File: src/rtl/vga_sync.sv
`default_nettype none
// ============================================================================
//  Module   : vga_sync
//  Purpose  : VGA timing generator. Divides clk down to the pixel rate and
//             runs horizontal/vertical scan counters (640x480 @ 60 Hz by
//             default). Supplies pixel coordinates, the visible-region flag,
//             active-low sync pulses and a start-of-frame strobe.
//  Ports    : clk          system clock (single domain)
//             reset        synchronous, active-low reset
//             p_tick       pixel enable, one clk every TICK_DIV cycles
//             pixel_x      horizontal position, 0..H_TOTAL-1
//             pixel_y      vertical position, 0..V_TOTAL-1
//             video_on     high inside the visible region
//             hsync        horizontal sync, active-low, registered
//             vsync        vertical sync, active-low, registered
//             frame_start  one-clk pulse on the edge returning to (0,0)
//             frame_cnt    frames elapsed modulo 256
//                          (only with VGA_SYNC_FRAME_CNT_EN defined)
//  Options  : VGA_SYNC_FRAME_CNT_EN - adds the frame_cnt port and register
//  Revision : 1.0 - initial release
// ============================================================================
module vga_sync #(
  parameter int TICK_DIV  = 4,
  parameter int H_DISPLAY = 640,
  parameter int H_FRONT   = 16,
  parameter int H_RETRACE = 96,
  parameter int H_BACK    = 48,
  parameter int V_DISPLAY = 480,
  parameter int V_FRONT   = 10,
  parameter int V_RETRACE = 2,
  parameter int V_BACK    = 33
) (
  input  logic       clk,
  input  logic       reset,
  output logic       p_tick,
  output logic [9:0] pixel_x,
  output logic [9:0] pixel_y,
  output logic       video_on,
  output logic       hsync,
  output logic       vsync,
  output logic       frame_start
`ifdef VGA_SYNC_FRAME_CNT_EN
  ,
  output logic [7:0] frame_cnt
`endif
);

  localparam int H_TOTAL = H_DISPLAY + H_FRONT + H_RETRACE + H_BACK;
  localparam int V_TOTAL = V_DISPLAY + V_FRONT + V_RETRACE + V_BACK;
  localparam int TW      = (TICK_DIV > 1) ? $clog2(TICK_DIV) : 1;

  localparam logic [TW-1:0] TICK_LAST = TW'(TICK_DIV - 1);
  localparam logic [9:0]    H_LAST    = 10'(H_TOTAL - 1);
  localparam logic [9:0]    V_LAST    = 10'(V_TOTAL - 1);
  localparam logic [9:0]    H_VIS     = 10'(H_DISPLAY);
  localparam logic [9:0]    V_VIS     = 10'(V_DISPLAY);
  localparam logic [9:0]    HS_FIRST  = 10'(H_DISPLAY + H_FRONT);
  localparam logic [9:0]    HS_LAST   = 10'(H_DISPLAY + H_FRONT + H_RETRACE - 1);
  localparam logic [9:0]    VS_FIRST  = 10'(V_DISPLAY + V_FRONT);
  localparam logic [9:0]    VS_LAST   = 10'(V_DISPLAY + V_FRONT + V_RETRACE - 1);

  logic [TW-1:0] tick_cnt;
  logic [9:0]    h;
  logic [9:0]    v;
  logic [9:0]    h_next;
  logic [9:0]    v_next;

  assign p_tick      = (tick_cnt == TICK_LAST);
  assign pixel_x     = h;
  assign pixel_y     = v;
  assign video_on    = (h < H_VIS) && (v < V_VIS);
  assign frame_start = p_tick && (h == H_LAST) && (v == V_LAST);

  // Next-state scan position; also feeds the sync registers so the sync
  // outputs line up with pixel_x/pixel_y on the same cycle.
  always_comb begin
    h_next = h;
    v_next = v;
    if (p_tick) begin
      if (h == H_LAST) begin
        h_next = '0;
        v_next = (v == V_LAST) ? '0 : v + 10'd1;
      end else begin
        h_next = h + 10'd1;
      end
    end
  end

  always_ff @(posedge clk) begin
    if (!reset) begin
      tick_cnt <= '0;
      h        <= '0;
      v        <= '0;
      hsync    <= 1'b1;
      vsync    <= 1'b1;
    end else begin
      tick_cnt <= p_tick ? '0 : tick_cnt + TW'(1);
      h        <= h_next;
      v        <= v_next;
      hsync    <= !((h_next >= HS_FIRST) && (h_next <= HS_LAST));
      vsync    <= !((v_next >= VS_FIRST) && (v_next <= VS_LAST));
    end
  end

`ifdef VGA_SYNC_FRAME_CNT_EN
  always_ff @(posedge clk) begin
    if (!reset) begin
      frame_cnt <= '0;
    end else if (frame_start) begin
      frame_cnt <= frame_cnt + 8'd1;
    end
  end
`endif

endmodule
`default_nettype wire
File: config.mk
export PLATFORM = sky130hd
export DESIGN_NAME = vga_sync
export DESIGN_NICKNAME = d
export VERILOG_FILES = /design/src/rtl/vga_sync.sv
export SDC_FILE = /design/constraint.sdc
export NUM_CORES = 1
export LEC_CHECK = 0
export ABC_AREA = 1
export BUFFER_PORTS_ARGS = -buffer_cell sky130_fd_sc_hd__clkbuf_2
export CAP_MARGIN = 20
export CORE_MARGIN = 8
export CORE_UTILIZATION = 45
export DETAILED_ROUTE_END_ITERATION = 8
export GPL_TIMING_DRIVEN = 0
export PLACE_DENSITY = 0.67
export SYNTH_ARGS = -nofsm -noshare
export SYNTH_HDL_FRONTEND = slang
export SYNTH_SLANG_ARGS = --single-unit
File: constraint.sdc
create_clock -name clk -period 2.9 [get_ports clk]
set_clock_uncertainty 0.2 [all_clocks]
set_input_delay 0.145 -clock clk [delete_from_list [all_inputs] [get_ports clk]]
set_output_delay 0.145 -clock clk [all_outputs]
set_load 0.05 [all_outputs]
==> impl_metrics.env <==
export IMPL_htree_levels=1
export IMPL_antenna_cells=0
export IMPL_final_nets=248
export IMPL_cts_tree="yes"
export IMPL_worstPathMaxFanout=10
export IMPL_placed_area_sq_um=1559
export IMPL_coreArea_sq_um=3003
export IMPL_fillCellCount=312
export IMPL_fin_total_pwr_mw=0.6276
export IMPL_yosys_mux_area_fraction_pct=0
export IMPL_grt_max_degree=15
export IMPL_reg2reg_slack_ns=0.86
export IMPL_place_gp_congestion=0.8750
export IMPL_routed_wl_microns=3153
export IMPL_min_path_type="reg2reg"
export IMPL_synth_compound_area_share_pct=4.693
export IMPL_p_int_mw=0.4861
export IMPL_min_from="tick_cnt[0]$_SDFF_PP0_"
export IMPL_start_util_pct=46.17
export IMPL_clk_path_buf_depth=2
export IMPL_r2r_start="tick_cnt[0]$_SDFF_PP0_"
export IMPL_final_cell_area_sq_um=1622
export IMPL_worstMarginPinSlew_ns=0.3652
export IMPL_hpwl_microns=2499
export IMPL_cts_root_buf="clkbuf_4"
export IMPL_setup_viol_count_final=0
export IMPL_outcome="complete, no violations"
export IMPL_clk_latency_ns=0.33
export IMPL_die_height_microns=71.51
export IMPL_finalCritPeriodShare_pct=82.63
export IMPL_synth_cells=210
export IMPL_synth_simple_gate_area_share_pct=45.04
export IMPL_syn_area_sq_um=1386
export IMPL_wl_per_cell_microns=11.51
export IMPL_areaGrowthSynthToFinish_pct=16.97
export IMPL_final_cell_mix="nand2_1 (57), nor2_1 (34), clkbuf_2 (26)"
export IMPL_clock_sinks=24
export IMPL_whs_path_depth=1
export IMPL_first_pass_iters=6
export IMPL_yosysWarningCount=0
export IMPL_synth_top_family_by_area="simple AND/OR/NAND/NOR gates"
export IMPL_final_common_cell="nand2_1"
export IMPL_cp_end_kind="output pin"
export IMPL_ant_nets=0
export IMPL_portBuffers=26
export IMPL_finalHoldViolCount=0
export IMPL_grt_overflow=0
export IMPL_io_pins=27
export IMPL_max_clock_freq_mhz=417.3
export IMPL_r2r_end="hsync$_SDFF_PN1_"
export IMPL_cts_resized=0
export IMPL_dieArea_sq_um=5113
export IMPL_hold_end="tick_cnt[0]$_SDFF_PP0_"
export IMPL_cts_buffers=3
export IMPL_row_count=20
export IMPL_cp_start_kind="flip-flop"
export IMPL_criticalPathCategory="reg2out"
export IMPL_tns_ns=0
export IMPL_grt_pass1_vias=1235
export IMPL_slew_limit_headroom_pct=75.59
export IMPL_syn_area_per_cell_sq_um=6.602
export IMPL_period_minus_slack_ns=2.396
export IMPL_rsz0062_at_grt="false"
export IMPL_via_per_inst=4.818
export IMPL_maxSlewViolCount=0
export IMPL_drv_cap=0
export IMPL_drive_above_1_share_pct=21.99
export IMPL_multi_input_area_sq_um=784.5
export IMPL_synth_seq_area_share_pct=34.66
export IMPL_clk_transition_reported_paths_ns=0.14
export IMPL_seq_power_share_pct=54.1
export IMPL_register_area_sq_um=480.5
export IMPL_reg2reg_depth=9
export IMPL_leakage_nw=0.8265
export IMPL_antenna_found_initial=0
export IMPL_synthDistinctLibCells=30
export IMPL_first_iter_violations=82
export IMPL_synth_seq_cells=24
export IMPL_crit_required_ns=2.56
export IMPL_power_density_nw_per_um2=387.1
export IMPL_peakVddDrop_mv=0.2082
export IMPL_synth_fa_ha_area_share_pct=3.610
export IMPL_switching_share_pct=22.55
export IMPL_clockPowerShare_pct=39.8
export IMPL_synth_xor_area_share_pct=3.159
export IMPL_drc=0
export IMPL_p_sw_mw=0.1415
export IMPL_grt_first_pass_wirelength_microns=5430
export IMPL_syn_num_nets=216
export IMPL_p_comb_share_pct=6.1
export IMPL_die_x_microns=71.51
export IMPL_cp_arrival_ns=2.05
export IMPL_num_vias=1320
export IMPL_grt_util_all_layers_pct=12.86
[critical path, cell delays in order, from the launching register on]
cell and delay (ns):
dfxtp_1 0.36, ha_1 0.18, buf_2 0.22, nand2_2 0.11, inv_2 0.14, nand2_2 0.11
or2_1 0.26, inv_1 0.08, clkbuf_2 0.27
[power groups by stage]
| stage | combinational, mW | clock, mW | sequential, mW |
|---|---|---|---|
| floorplan | 0.0214 | 0 | 0.353 |
| global route | 0.0429 | 0.269 | 0.341 |
| global placement | 0.0376 | 0 | 0.347 |
| detailed placement | 0.0381 | 0 | 0.347 |
| CTS | 0.0393 | 0.257 | 0.340 |
| finish | 0.0383 | 0.250 | 0.340 |
[worst max-delay path by stage]
stage                           startpoint           to  slack, ns  cells after the start
floorplan            pixel_x[8]$_SDFF_PN0_     video_on       0.07                      3
global placement    tick_cnt[0]$_SDFF_PP0_  frame_start       0.84                      8
detailed placement  tick_cnt[0]$_SDFF_PP0_  frame_start       0.87                      8
CTS                 tick_cnt[1]$_SDFF_PP0_  frame_start       0.49                      8
global route        tick_cnt[1]$_SDFF_PP0_  frame_start       0.39                      8
finish              tick_cnt[0]$_SDFF_PP0_  frame_start       0.50                      8
[synth_stat cells]
master,n,share of area [%]
and2_1,2,0.90
nand4_1,6,2.7
nand3_1,17,6.1
a21o_1,1,0.54
or2_1,2,0.90
xor2_1,3,1.9
xnor2_1,2,1.3
o21ai_0,1,0.36
nor2_8,1,1.4
nand2_1,57,15
a21oi_1,4,1.4
a2111oi_0,1,0.63
inv_1,22,6.0
clkinv_2,1,0.36
nor3_1,1,0.36
dfxtp_1,24,35
clkinv_1,2,0.54
nor2_2,5,2.3
nand2_2,4,1.8
or2_2,1,0.45
nor2_1,34,9.2
buf_2,1,0.36
o21ai_1,3,1.1
a21oi_2,1,0.63
nor3_4,1,1.2
inv_2,6,1.6
ha_1,4,3.6
nand4_2,1,0.90
nand2_4,1,0.81
nor3b_1,1,0.54
[cell families (layout without fill, tap and decap cells)]
group | Yosys count | after routing
compound gates | 11 | 11
xor+xnor | 5 | 5
flops | 24 | 24
fa+ha+maj | 4 | 4
simple gates | 134 | 134
buf+inv | 32 | 63
[stage by stage]
stage                     hold slack [ns]  std cells  worst slack, ns  util [%]
after floorplan                   0.06100        210          0.06747         -
after global placement             0.2144        269           0.8393     51.92
after detailed placement           0.2136        269           0.8749     51.92
after CTS                          0.2338        274           0.4939     54.00
after global routing               0.2491        274           0.3937     54.00
final                              0.2319        274           0.5036     54.00
[state kept, by name, indices dropped and copies added (netlist names)]
register	cells
hsync	1
pixel_y	10
pixel_x	10
vsync	1
tick_cnt	2
[per-layer routing]
layer	up-vias	wire (microns)	global-route usage (%)
li1	721	-	-
met1	562	1554	16.23
met2	32	1340	21.12
met3	5	223	2.789
met4	0	35	4.082
met5	-	0	0
[layout make-up]
cell class | count | area share, %
Tap cell | 33 | 2.546
Inverter | 31 | 7.253
Clock buffer | 3 | 1.389
Sequential cell | 24 | 29.63
Multi-Input combinational cell | 154 | 48.38
Buffer | 1 | 0.3086
Clock inverter | 1 | 1.852
Timing Repair Buffer | 27 | 8.642
[repair_timing]
item	4_1_cts	5_1_grt
endpoints found under the hold margin	5	0
hold buffers	1	0
buffers inserted	0	0
Note: power is estimated with default switching activity, not from simulation.
